**config.mk**
```make
export PLATFORM = sky130hd
export DESIGN_NAME = parking_gate_controller
export DESIGN_NICKNAME = d
export VERILOG_FILES = /design/src/rtl/parking_pkg.sv /design/src/rtl/occupancy_addsub.sv /design/src/rtl/parking_gate_controller.sv
export SDC_FILE = /design/constraint.sdc
export NUM_CORES = 1
export LEC_CHECK = 0
export BUFFER_PORTS_ARGS = -buffer_cell sky130_fd_sc_hd__buf_4
export CORE_ASPECT_RATIO = 1.5
export CORE_UTILIZATION = 40
export CTS_BUF_LIST = sky130_fd_sc_hd__clkbuf_8
export CTS_CLUSTER_DIAMETER = 60
export DETAILED_ROUTE_END_ITERATION = 12
export GPL_TIMING_DRIVEN = 0
export SLEW_MARGIN = 30
export SYNTH_ARGS = -nofsm -noshare
export SYNTH_HDL_FRONTEND = slang
export SYNTH_SLANG_ARGS = --single-unit
```
**constraint.sdc**
```tcl
create_clock -name clk -period 0.8 [get_ports clk]
set_input_delay 0.04 -clock clk [delete_from_list [all_inputs] [get_ports clk]]
set_output_delay 0.04 -clock clk [all_outputs]
set_load 0.03 [all_outputs]
```
**src/rtl/parking_pkg.sv**
```systemverilog
// Shared types and defaults for the parking gate controller.
// Optional gate-open timeout is enabled with PARKING_GATE_TIMEOUT_EN.
package parking_pkg;

    typedef enum logic [1:0] {
        ST_IDLE   = 2'd0,
        ST_OPEN   = 2'd1,
        ST_UPDATE = 2'd2
    } gate_state_e;

    localparam logic DIR_ENTRY = 1'b0;
    localparam logic DIR_EXIT  = 1'b1;

    localparam int DEF_CNT_W       = 4;
    localparam int DEF_CAPACITY    = 15;
    localparam int DEF_OPEN_CYCLES = 8;

endpackage

```
**src/rtl/occupancy_addsub.sv**
```systemverilog
// Combinational +/-1 on the occupancy count; co_o is carry on add, borrow on subtract.
module occupancy_addsub #(
    parameter int CNT_W = 4
) (
    input  logic [CNT_W-1:0] a_i,
    input  logic             sub_i,
    output logic [CNT_W-1:0] y_o,
    output logic             co_o
);

    logic [CNT_W:0] ext;

    always_comb begin
        if (sub_i) begin
            ext = {1'b0, a_i} - (CNT_W+1)'(1);
        end else begin
            ext = {1'b0, a_i} + (CNT_W+1)'(1);
        end
    end

    assign y_o  = ext[CNT_W-1:0];
    assign co_o = ext[CNT_W];

endmodule

```
**src/rtl/parking_gate_controller.sv**
```systemverilog
// Single-lane barrier controller: one gate cycle at a time, saturating occupancy count.
// Define PARKING_GATE_TIMEOUT_EN to close the gate after OPEN_CYCLES without a pass.
module parking_gate_controller
    import parking_pkg::*;
#(
    parameter int CNT_W       = DEF_CNT_W,
    parameter int CAPACITY    = DEF_CAPACITY,
    parameter int OPEN_CYCLES = DEF_OPEN_CYCLES
) (
    input  logic             clk,
    input  logic             rst_n,
    input  logic             entry_req,
    input  logic             exit_req,
    input  logic             car_passed,
    output logic             gate_open,
    output logic             dir_out,
    output logic [CNT_W-1:0] occupied,
    output logic [CNT_W-1:0] free_slots,
    output logic             full,
    output logic             empty,
    output logic             reject,
    output logic             err
);

    if (CAPACITY < 1 || CAPACITY > (2**CNT_W) - 1 || OPEN_CYCLES < 1) begin : g_bad_params
        $error("parking_gate_controller: invalid CNT_W/CAPACITY/OPEN_CYCLES");
    end

    // Reset asserts asynchronously but releases only after two clean clock edges.
    logic [1:0] rst_sync_q;
    logic       rst_int_n;

    always_ff @(posedge clk or negedge rst_n) begin
        if (!rst_n) begin
            rst_sync_q <= '0;
        end else begin
            rst_sync_q <= {rst_sync_q[0], 1'b1};
        end
    end

    assign rst_int_n = rst_sync_q[1];

    gate_state_e      state_q, state_d;
    logic             dir_q, dir_d;
    logic             reject_q, reject_d;
    logic             err_q, err_d;
    logic [CNT_W-1:0] occupied_q, occupied_d;
    logic [CNT_W-1:0] free_q, free_d;
    logic             full_q, full_d;
    logic             empty_q, empty_d;
    logic             timeout;

`ifdef PARKING_GATE_TIMEOUT_EN
    localparam int TMR_W = (OPEN_CYCLES > 1) ? $clog2(OPEN_CYCLES) : 1;

    logic [TMR_W-1:0] timer_q, timer_d;

    assign timer_d = (state_q == ST_OPEN) ? timer_q + TMR_W'(1) : '0;
    assign timeout = (timer_q == TMR_W'(OPEN_CYCLES - 1));

    always_ff @(posedge clk or negedge rst_int_n) begin
        if (!rst_int_n) begin
            timer_q <= '0;
        end else begin
            timer_q <= timer_d;
        end
    end
`else
    assign timeout = 1'b0;
`endif

    logic [CNT_W-1:0] step_sum;
    logic             step_co;
    logic [CNT_W-1:0] occ_upd;
    logic             err_set;

    occupancy_addsub #(
        .CNT_W (CNT_W)
    ) u_addsub (
        .a_i   (occupied_q),
        .sub_i (dir_q),
        .y_o   (step_sum),
        .co_o  (step_co)
    );

    // Saturate at 0 on exit and at CAPACITY on entry; either overrun flags err.
    always_comb begin
        occ_upd = step_sum;
        err_set = 1'b0;
        if (dir_q == DIR_EXIT) begin
            if (step_co) begin
                occ_upd = occupied_q;
                err_set = 1'b1;
            end
        end else if ({step_co, step_sum} > (CNT_W+1)'(CAPACITY)) begin
            occ_upd = CNT_W'(CAPACITY);
            err_set = 1'b1;
        end
    end

    always_comb begin
        occupied_d = (state_q == ST_UPDATE) ? occ_upd : occupied_q;
        err_d      = err_q | ((state_q == ST_UPDATE) & err_set);
        free_d     = CNT_W'(CAPACITY) - occupied_d;
        full_d     = (occupied_d == CNT_W'(CAPACITY));
        empty_d    = (occupied_d == '0);
    end

    // NOTE: state registers use non-blocking assignments so every flop samples
    // the pre-edge values, independent of process evaluation order.
    always_ff @(posedge clk or negedge rst_int_n) begin
        if (!rst_int_n) begin
            state_q    <= ST_IDLE;
            dir_q      <= DIR_ENTRY;
            reject_q   <= 1'b0;
            err_q      <= 1'b0;
            occupied_q <= '0;
            free_q     <= CNT_W'(CAPACITY);
            full_q     <= 1'b0;
            empty_q    <= 1'b1;
        end else begin
            state_q    <= state_d;
            dir_q      <= dir_d;
            reject_q   <= reject_d;
            err_q      <= err_d;
            occupied_q <= occupied_d;
            free_q     <= free_d;
            full_q     <= full_d;
            empty_q    <= empty_d;
        end
    end

    // NOTE: every output of this block gets a default first so no path leaves
    // a variable unassigned, which would otherwise infer a latch.
    always_comb begin
        state_d  = state_q;
        dir_d    = dir_q;
        reject_d = 1'b0;
        unique case (state_q)
            ST_IDLE: begin
                if (exit_req) begin
                    dir_d   = DIR_EXIT;
                    state_d = ST_OPEN;
                end else if (entry_req) begin
                    if (!full_q) begin
                        dir_d   = DIR_ENTRY;
                        state_d = ST_OPEN;
                    end else begin
                        reject_d = ~reject_q;
                    end
                end
            end
            ST_OPEN: begin
                if (car_passed) begin
                    state_d = ST_UPDATE;
                end else if (timeout) begin
                    state_d = ST_IDLE;
                end
            end
            ST_UPDATE: begin
                state_d = ST_IDLE;
            end
            default: begin
                state_d = ST_IDLE;
            end
        endcase
    end

    always_comb begin
        gate_open  = (state_q == ST_OPEN);
        dir_out    = dir_q;
        occupied   = occupied_q;
        free_slots = free_q;
        full       = full_q;
        empty      = empty_q;
        reject     = reject_q;
        err        = err_q;
    end

endmodule

```
; Yosys cells after proc, flatten, opt, wreduce, memory -nomap -nowiden
; Index checks and enable logic that the tools add are counted.
[totals]
regBits = 17
[classes]
n_reduce_logical = 5
muxes = 20
order_cmp = 1
eq_ne = 7
bitwise = 3
n_addsub = 3
[ops]
columns = operator, n
row1 = $mux 4, 4
row2 = $mux 1, 10
row3 = $mux 2, 4
row4 = $ne 3x3->1 const B, 2
row5 = $reduce_and 3->1, 2
row6 = $add 4x1->5 const B, 1
row7 = $gt 5x4->1 const B, 1
row8 = $mux 5, 1
row9 = $sub 4x1->5 const B, 1
row10 = $eq 4x4->1 const B, 1
row11 = $logic_not 4->1, 1
row12 = $ne 2x2->1 const B, 2
row13 = $pmux 2 s2, 1
row14 = $sub 4x4->4 const A, 1
row15 = $eq 2x1->1 const B, 1
row16 = $eq 2x2->1 const B, 1
row17 = $logic_not 2->1, 1
row18 = $reduce_bool 2->1, 1
row19 = $and 1x1->1, 1
row20 = $not 1->1, 1
row21 = $or 1x1->1, 1

; Depth between registers and ports, before layout
; Gate-level depths: netlist of the first run.
[logic_depth]
word_depth = 7
mapped_depth = 11
depth_no_buf = 11

; Hierarchy
; From an unflattened synthesis of the first run, not the netlist that was laid out.
[hier_totals]
cells_unflattened = 61
hier_area_um2 = 777.0
[by_module_without_submodules]
columns = mod, cells_per_inst, n_inst, area_each_um2, seq_area_each_um2
row1 = parking_gate_controller, 44, 1, 639.4, 431.7
row2 = occupancy_addsub, 17, 1, 137.6, 0.0

; Worst setup path after synthesis of the first run
; OpenSTA, ideal clock, no wires.
[synth_path]
kind = reg2reg
start = register dir_q (netlist: dir_out)
end = register full_q (netlist: full)
t_arrival_ns = 2.622
path_buffers = 0
slack_ns = -1.942
path_stages_with_launch = 11
required_time_ns = 0.680
cell_sequence = dfrtp_1 inv_1 fa_1 nand2b_1 a21oi_4 xnor2_1 inv_1 ha_1 a211oi_1 a21oi_1 and4_1
[synth_via]
elab_chain_cells = 6
[synth_rtl]
columns = element, line_no
row1 = "start, declared", parking_gate_controller.sv:44  ; logic dir_q, dir_d;
row2 = "start signal, assigned", parking_gate_controller.sv:123  ; dir_q <= dir_d;
row3 = $mux 5, occupancy_addsub.sv:14  ; if (sub_i) begin
row4 = $gt 5x4->1, parking_gate_controller.sv:95  ; end else if ({step_co, step_sum} > (CNT_W+1)'(CAPACITY)) begin
row5 = $mux 4, parking_gate_controller.sv:95
row6 = $mux 4 *, parking_gate_controller.sv:90  ; if (dir_q == DIR_EXIT) begin
row7 = $mux 4 *, parking_gate_controller.sv:102  ; occupied_d = (state_q == ST_UPDATE) ? occ_upd : occupied_q;
row8 = net occupied_d[0], parking_gate_controller.sv:47  ; logic [CNT_W-1:0] occupied_q, occupied_d;
row9 = $eq 4x4->1 *, parking_gate_controller.sv:105  ; full_d = (occupied_d == CNT_W'(CAPACITY));
row10 = net full_d, parking_gate_controller.sv:49  ; logic full_q, full_d;
row11 = "end signal, assigned", parking_gate_controller.sv:128  ; full_q <= full_d;
row12 = "end, declared", parking_gate_controller.sv:49
; The timed path passes the listed nets; every way through them passes the cells marked *.
; A chain may end at the register's enable or synchronous reset.

; Worst setup path after layout of the first run
; Same ends and word-level chain as after synthesis.

==> summary.txt, run 1 <==
Clock tree
  • Total of hold buffers inserted after clock tree synthesis: 2
  • Maximum clock path buffer count: 2
  • Clock Sink Count: 17
  • Clock input transition at the sequential cells of the worst setup and hold paths: 0.06 ns
  • Clock buffers created by TritonCTS: 3
  • TritonCTS clock tree: yes
  • H-tree levels: 1
  • Worst skew pair latency: roughly 0.25 ns
  • CTS Root Cell: sky130_fd_sc_hd__clkbuf_8

Global route
  • Antenna violations before repair: 0
  • Pin count of the biggest net entering global routing: 16
  • Global-route wire length before repair: ~2600 um
  • Vias in the first global route: approximately 630
  • GRT Residual Overflow: 0
  • GRT Total Usage: approximately 17%

Worst setup path
  • Data arrival time of the critical path: 2.33 ns
  • Category of the worst setup path launch point: flop
  • Register-to-register setup slack: -1.35 ns
  • Length in cells of the worst reg-to-reg path: 10
  • CP endpoint kind: flop
  • Maximum single-stage delay on the critical path: between 0.4 and 0.5 ns
  • Peak fanout along the critical path: 4
  • CP Cell Sequence: inv_4 > fa_2 > nand2b_4 > a21oi_4 > xnor2_2 > inv_2 > ha_4 > a211oi_2 > a21oi_2 > and4_1
  • Cell type of the slowest stage on the worst timing path: sky130_fd_sc_hd__dfrtp_2
  • CP required: between 0.9 and 1 ns
  • Class of the most critical setup path: reg2reg

Place
  • Final weighted congestion in routability-driven placement: a little over 0.7
  • Dpl hpwl: between 1000 and 1500 um
  • Placement Cell Area: just under 0.001 mm2
  • IO Port Bufs: 18

Floorplan
  • Chip width: 38.33 um
  • Core box area: between 0.0015 and 0.002 mm2
  • Die extent in y: approximately 57 um
  • Number of rows created at floorplan: 19
  • Number of primary I/O pins: 19
  • Effective utilization at floorplan: between 40% and 50%
  • Die area: approximately 0.0022 mm2

Timing
  • Final WS setup: -1.351 ns
  • Measured slew at the worst slew-check pin: between 0.5 and 0.6 ns
  • Min Hold Slack: -0.03187 ns
  • Maximum frequency from static timing analysis: 465.0 MHz
  • Max-slew violations: 0
  • Hold Violations, Final: 1
  • Clk_skew: 0.002605 ns
  • Slew margin rel.: roughly 60%
  • Setup repair after global routing missed its margin: yes
  • Post-route minimum period: around 2.2 ns
  • Final count of negative-setup-slack endpoints: 29
  • Final worst path period share: 268.8%

Logic synthesis
  • Cell variety after synth: 25
  • Synthesized net count: about 80
  • Synthesized area per cell: 11.82 um2
  • Synthesized area: 792.0 um2
  • Syn Inst Count: 67
  • #FFs+latches synth: 17
  • Warning count from the yosys run: 0
  • Sequential fraction of the synthesis area: between 50 and 60%

Drt
  • Iteration-0 DRC Markers: 9
  • Final routed wire length divided by cell count: between 10 and 15 um
  • Total wirelength of the detailed-routed design: 1678 um
  • Final routed DRC violation total: 0
  • Ratio of routed vias to standard cells: slightly below 5
  • Post-detailed-route count of antenna-violating nets: 0
  • First drt pass iteration count: 4
  • Overall via count from detail_route: between 600 and 700

Final layout
  • Area growth from synthesis to layout: 66.51%
  • Finished Cell Area: about 0.0013 mm2
  • Fillers: 139
  • Final antenna diode count: 0
  • Fraction of final layout cells sized beyond drive strength 1: roughly 66%
  • Net count reported at finish: around 120

Flow run
  • Number of violations of the max-capacitance limit: 0

Min path
  • Hold-critical path depth: 2
  • Type of the most critical hold path: in2reg

Outcome
  • Violated checks: negative hold slack, negative setup slack
  • Result of the run: complete, but fails checks
[timing repair]
item | in CTS | in global routing
resized for setup | 23 | 10
endpoints found under the setup margin | 29 | 32
setup buffers | 10 | 7
endpoints found under the hold margin | 4 | 1
pin swaps | 9 | 12
gates cloned | 0 | 0
[placed cells by master (no fill, tap or decap), types with 2 or more instances in the layout]
cell type / instances
sky130_fd_sc_hd__inv_2: 5
sky130_fd_sc_hd__ha_1: 2
sky130_fd_sc_hd__o32a_1: 3
sky130_fd_sc_hd__a21o_1: 2
sky130_fd_sc_hd__xnor2_2: 2
sky130_fd_sc_hd__buf_6: 17
sky130_fd_sc_hd__inv_1: 4
sky130_fd_sc_hd__nor2_2: 3
sky130_fd_sc_hd__clkbuf_8: 3
sky130_fd_sc_hd__dfrtp_1: 9
sky130_fd_sc_hd__a21oi_2: 2
sky130_fd_sc_hd__dlygate4sd3_1: 2
sky130_fd_sc_hd__nand2b_4: 2
sky130_fd_sc_hd__ha_4: 3
sky130_fd_sc_hd__dfrtp_2: 3
sky130_fd_sc_hd__dfstp_2: 5
sky130_fd_sc_hd__nand2_1: 3
sky130_fd_sc_hd__buf_4: 17
sky130_fd_sc_hd__nor2_1: 2
[sequential cells by signal, summed over array words and instances (netlist names)]
register	cells
occupied	4
reject	1
empty	1
state_q	2
dir_out	1
rst_sync_q	2
err	1
free_slots	4
full	1
[per-layer routing]
layer	track usage, %	share of wire, %	vias to the layer above
met2	29.06	56	13
met1	20.11	41	312
met5	0	0	-
met4	7.389	1.1	0
met3	3.557	2.6	3
li1	-	-	308
[worst paths after layout]
kind,startpoint,endpoint
max,dir_out$_DFFE_PN0P_,full$_DFF_PN0_
min,exit_req,reject$_DFF_PN0_
max reg2reg,dir_out$_DFFE_PN0P_,full$_DFF_PN0_
min reg2reg,rst_sync_q[1]$_DFF_PN0_,occupied[2]$_DFF_PN0_
max in group asynchronous,rst_sync_q[1]$_DFF_PN0_,occupied[1]$_DFF_PN0_
min in group asynchronous,rst_n,rst_sync_q[1]$_DFF_PN0_
[worst max-delay path: cells and delay by family (launching register included)]
family          cells  cell delay (ns)
fa+ha+maj           2             0.60
simple gates        2             0.37
compound gates      3             0.42
buf+inv             2             0.10
xor+xnor            1             0.15
flops               1             0.43
[through the flow]
step | TNS (ns) | util, % | std cells | setup slack, ns
after CTS | -15.29 | 67.34 | 122 | -1.379
after global routing | -16.82 | 71.12 | 128 | -1.425
after floorplan | -14.03 | - | 67 | -1.530
after detailed placement | -14.90 | 53.64 | 106 | -1.647
after global placement | -14.52 | 53.64 | 106 | -1.594
final | -15.51 | 71.12 | 128 | -1.351
[logic make-up (layout without fill, tap and decap cells)]
group,count (synthesis),in the layout,share of synthesized area [%]
flip-flops,17,17,54.50
AND/OR/NAND/NOR,17,17,12.17
AO/OA/AOI/OAI,14,14,14.85
buffers and inverters,9,49,4.265
adder cells (fa/ha/maj),6,6,10.43
XOR/XNOR,3,3,3.318
other,1,1,0.4735
[synth_stat cells]
library cell                n  area share (%)
sky130_fd_sc_hd__nor4b_1    1             1.1
sky130_fd_sc_hd__and4_1     1             1.1
sky130_fd_sc_hd__nor2b_1    1            0.79
sky130_fd_sc_hd__a21oi_4    1             2.1
sky130_fd_sc_hd__a21o_1     2             1.9
sky130_fd_sc_hd__conb_1     1            0.47
sky130_fd_sc_hd__nand2b_1   3             2.4
sky130_fd_sc_hd__inv_1      9             4.3
sky130_fd_sc_hd__nor2_1     5             2.4
sky130_fd_sc_hd__ha_1       5             7.9
sky130_fd_sc_hd__o32a_1     3             3.8
sky130_fd_sc_hd__xnor2_1    3             3.3
sky130_fd_sc_hd__and2_1     1            0.79
sky130_fd_sc_hd__a211oi_1   1            0.95
sky130_fd_sc_hd__o21ba_2    1             1.3
sky130_fd_sc_hd__a221oi_1   1             1.1
sky130_fd_sc_hd__nor4_2     1             1.6
sky130_fd_sc_hd__dfrtp_1   12              38
sky130_fd_sc_hd__o21ai_0    1            0.63
sky130_fd_sc_hd__dfstp_2    5              17
sky130_fd_sc_hd__fa_1       1             2.5
sky130_fd_sc_hd__nand2_1    3             1.4
sky130_fd_sc_hd__nor3_1     1            0.63
sky130_fd_sc_hd__a21oi_1    3             1.9
sky130_fd_sc_hd__a311o_1    1             1.3
[layout make-up]
cell class                 count  area (um2)  area share (%)
inverter                       9       36.28           2.751
clock inverter                 1       3.754          0.2846
multi-input combinational     41       436.7           33.11
timing repair buffer          36       339.1           25.71
clock buffer                   3       41.29           3.131
sequential                    17       435.4           33.02
tap                           21       26.28           1.992
Power of run 1 is not shown: default switching activity piles up to over one toggle a cycle in this logic, so the estimate is an artifact.
==> inputs of run 2 (changes only) <==
PLACE_DENSITY = 0.73   (was unset)
SLEW_MARGIN = unset   (was 30)
==> summary.txt, run 2 (synthesized netlist as in run 1, its figures left out) <==
Timing
  • Max-slew violations: 0 (unchanged)
  • Min Hold Slack: -0.03104 ns (+0.0008323 ns)
  • Setup repair after global routing missed its margin: yes
  • Post-route minimum period: 2.207 ns (+0.05622 ns)
  • Final count of negative-setup-slack endpoints: 29 (unchanged)
  • Hold Violations, Final: 2 (+1)
  • Final worst path period share: 275.9% (+7.0 points)
  • Clk_skew: 0.0006355 ns (-0.001970 ns)
  • Maximum frequency from static timing analysis: 453.1 MHz (-2.5%)
  • Final WS setup: -1.407 ns (-0.05622 ns)

Global route
  • Antenna violations before repair: 0 (unchanged)
  • Global-route wire length before repair: 2801 um (+7.7%)
  • Pin count of the biggest net entering global routing: 16 (unchanged)
  • GRT Residual Overflow: 0 (unchanged)
  • GRT Total Usage: 19.03% (+1.8 points)
  • Vias in the first global route: 664 (+5.2%)

Final layout
  • Fraction of final layout cells sized beyond drive strength 1: 71.68% (+5.3 points)
  • Final antenna diode count: 0 (unchanged)
  • Area growth from synthesis to layout: 75.36%
  • Final cell count without fillers: 134 (+4.7%)
  • Fin util: 74.90% (+3.8 points)
  • Commonest non-fill, non-tap cells in the layout: sky130_fd_sc_hd__buf_6, sky130_fd_sc_hd__buf_4, sky130_fd_sc_hd__dfrtp_1
  • Most common library cell in the layout ignoring fill and taps: sky130_fd_sc_hd__buf_6
  • Net count reported at finish: 125 (+5.0%)

Floorplan
  • Chip width: 38.33 um (unchanged)
  • Die area: 0.002166 mm2 (unchanged)
  • Number of primary I/O pins: 19 (unchanged)
  • Effective utilization at floorplan: 42.71% (unchanged)
  • Die extent in y: 56.50 um (unchanged)
  • Number of rows created at floorplan: 19 (unchanged)
  • Core box area: 0.001854 mm2 (unchanged)

Drt
  • Final routed wire length divided by cell count: 15.20 um (+16%)
  • Total wirelength of the detailed-routed design: 2037 um (+21%)
  • Ratio of routed vias to standard cells: 5.082 (+2.3%)
  • Final routed DRC violation total: 0 (unchanged)
  • Overall via count from detail_route: 681 (+7.1%)
  • Post-detailed-route count of antenna-violating nets: 0 (unchanged)
  • First drt pass iteration count: 3 (-1)
  • Iteration-0 DRC Markers: 9 (unchanged)

Worst setup path
  • Cell type of the slowest stage on the worst timing path: sky130_fd_sc_hd__dfrtp_2
  • CP required: 0.94 ns (-0.04 ns)
  • Most frequent CP cell: sky130_fd_sc_hd__inv_2
  • Count of buffer and inverter cells on the critical path: 2 (unchanged)
  • Peak fanout along the critical path: 4 (unchanged)
  • Class of the most critical setup path: reg2reg
  • Category of the worst setup path launch point: flop
  • Maximum single-stage delay on the critical path: 0.40 ns (-0.03 ns)
  • CP endpoint kind: flop
  • Data arrival time of the critical path: 2.34 ns (about the same)
  • CP Cell Sequence: inv_2 > fa_2 > nand2b_4 > a21oi_4 > xnor2_2 > inv_2 > ha_4 > a211oi_2 > a21oi_2 > and4_1
  • CP delay by family, top: adder cells

Clock tree
  • Total of hold buffers inserted after clock tree synthesis: 1 (-1)
  • Clock buffers created by TritonCTS: 3 (unchanged)
  • Clock input transition at the sequential cells of the worst setup and hold paths: 0.06 ns (about the same)
  • Worst skew pair latency: 0.24 ns (about the same)
  • Clock Sink Count: 17 (unchanged)
  • Maximum clock path buffer count: 2 (unchanged)
  • TritonCTS clock tree: yes
  • CTS Root Cell: sky130_fd_sc_hd__clkbuf_8
  • H-tree levels: 1 (unchanged)

Outcome
  • Result of the run: complete, but fails checks
  • Violated checks: negative hold slack, negative setup slack

Flow run
  • Number of violations of the max-capacitance limit: 0 (unchanged)

Place
  • Dpl hpwl: 1054 um (-2.5%)
  • Final weighted congestion in routability-driven placement: 0.7260 (+1.9%)
  • IO Port Bufs: 18 (unchanged)
  • Post-placement cell count: 106 (unchanged)

Min path
  • Type of the most critical hold path: in2reg
[run 2: cell count changes in the layout (fill, tap and decap cells not counted), sizes merged]
cell | before | now
dlygate4sd3 | 2 | 1
buf | 34 | 41
[run 2: path summary, 6_finish.rpt]
kind,startpoint,to,slack [ns],cells past startpoint
min in group asynchronous,rst_n,rst_sync_q[1]$_DFF_PN0_,0.10,2
min,exit_req,reject$_DFF_PN0_,-0.03,2
max in group asynchronous,rst_sync_q[1]$_DFF_PN0_,free_slots[2]$_DFF_PN1_,0.36,0
min reg2reg,rst_sync_q[1]$_DFF_PN0_,occupied[1]$_DFF_PN0_,0.16,0
max reg2reg,occupied[1]$_DFF_PN0_,full$_DFF_PN0_,-1.41,10
max,occupied[1]$_DFF_PN0_,full$_DFF_PN0_,-1.41,10
[run 2: repair_timing]
action                     in CTS  in global routing
pin swaps                      10                 11
hold endpoints to repair        4                  2
cloned                          0                  0
setup endpoints to repair      29                 33
setup buffers                  11                 12
resized for setup              21                 19
[run 2: layout make-up]
type / count / area [um2]
fill: 125 / 465.4
multi-input combinational: 41 / 444.2
sequential: 17 / 436.7
timing repair buffer: 42 / 400.4
clock buffer: 3 / 41.29
inverter: 9 / 36.28
tap: 21 / 26.28
clock inverter: 1 / 3.754
[run 2: metrics by stage]
| stage | setup WS (ns) | cell area [um2] | TNS (ns) |
|---|---|---|---|
| floorplan | -1.530 | 833.3 | -14.03 |
| global placement | -1.565 | 994.7 | -14.14 |
| detailed placement | -1.610 | 994.7 | -14.45 |
| CTS | -1.438 | 1230 | -15.41 |
| global route | -1.451 | 1389 | -17.61 |
| finish | -1.407 | 1389 | -16.57 |
[run 2: routing by layer]
metal	GRT usage [%]	wire length, um	share of wire [%]	up-vias
met5	0	0	0	-
met3	3.557	25	1.2	8
li1	-	-	-	322
met4	14.29	91	4.5	0
met1	22.64	742	36	337
met2	29.06	1177	58	14
Power of run 2 is left out for the same reason.
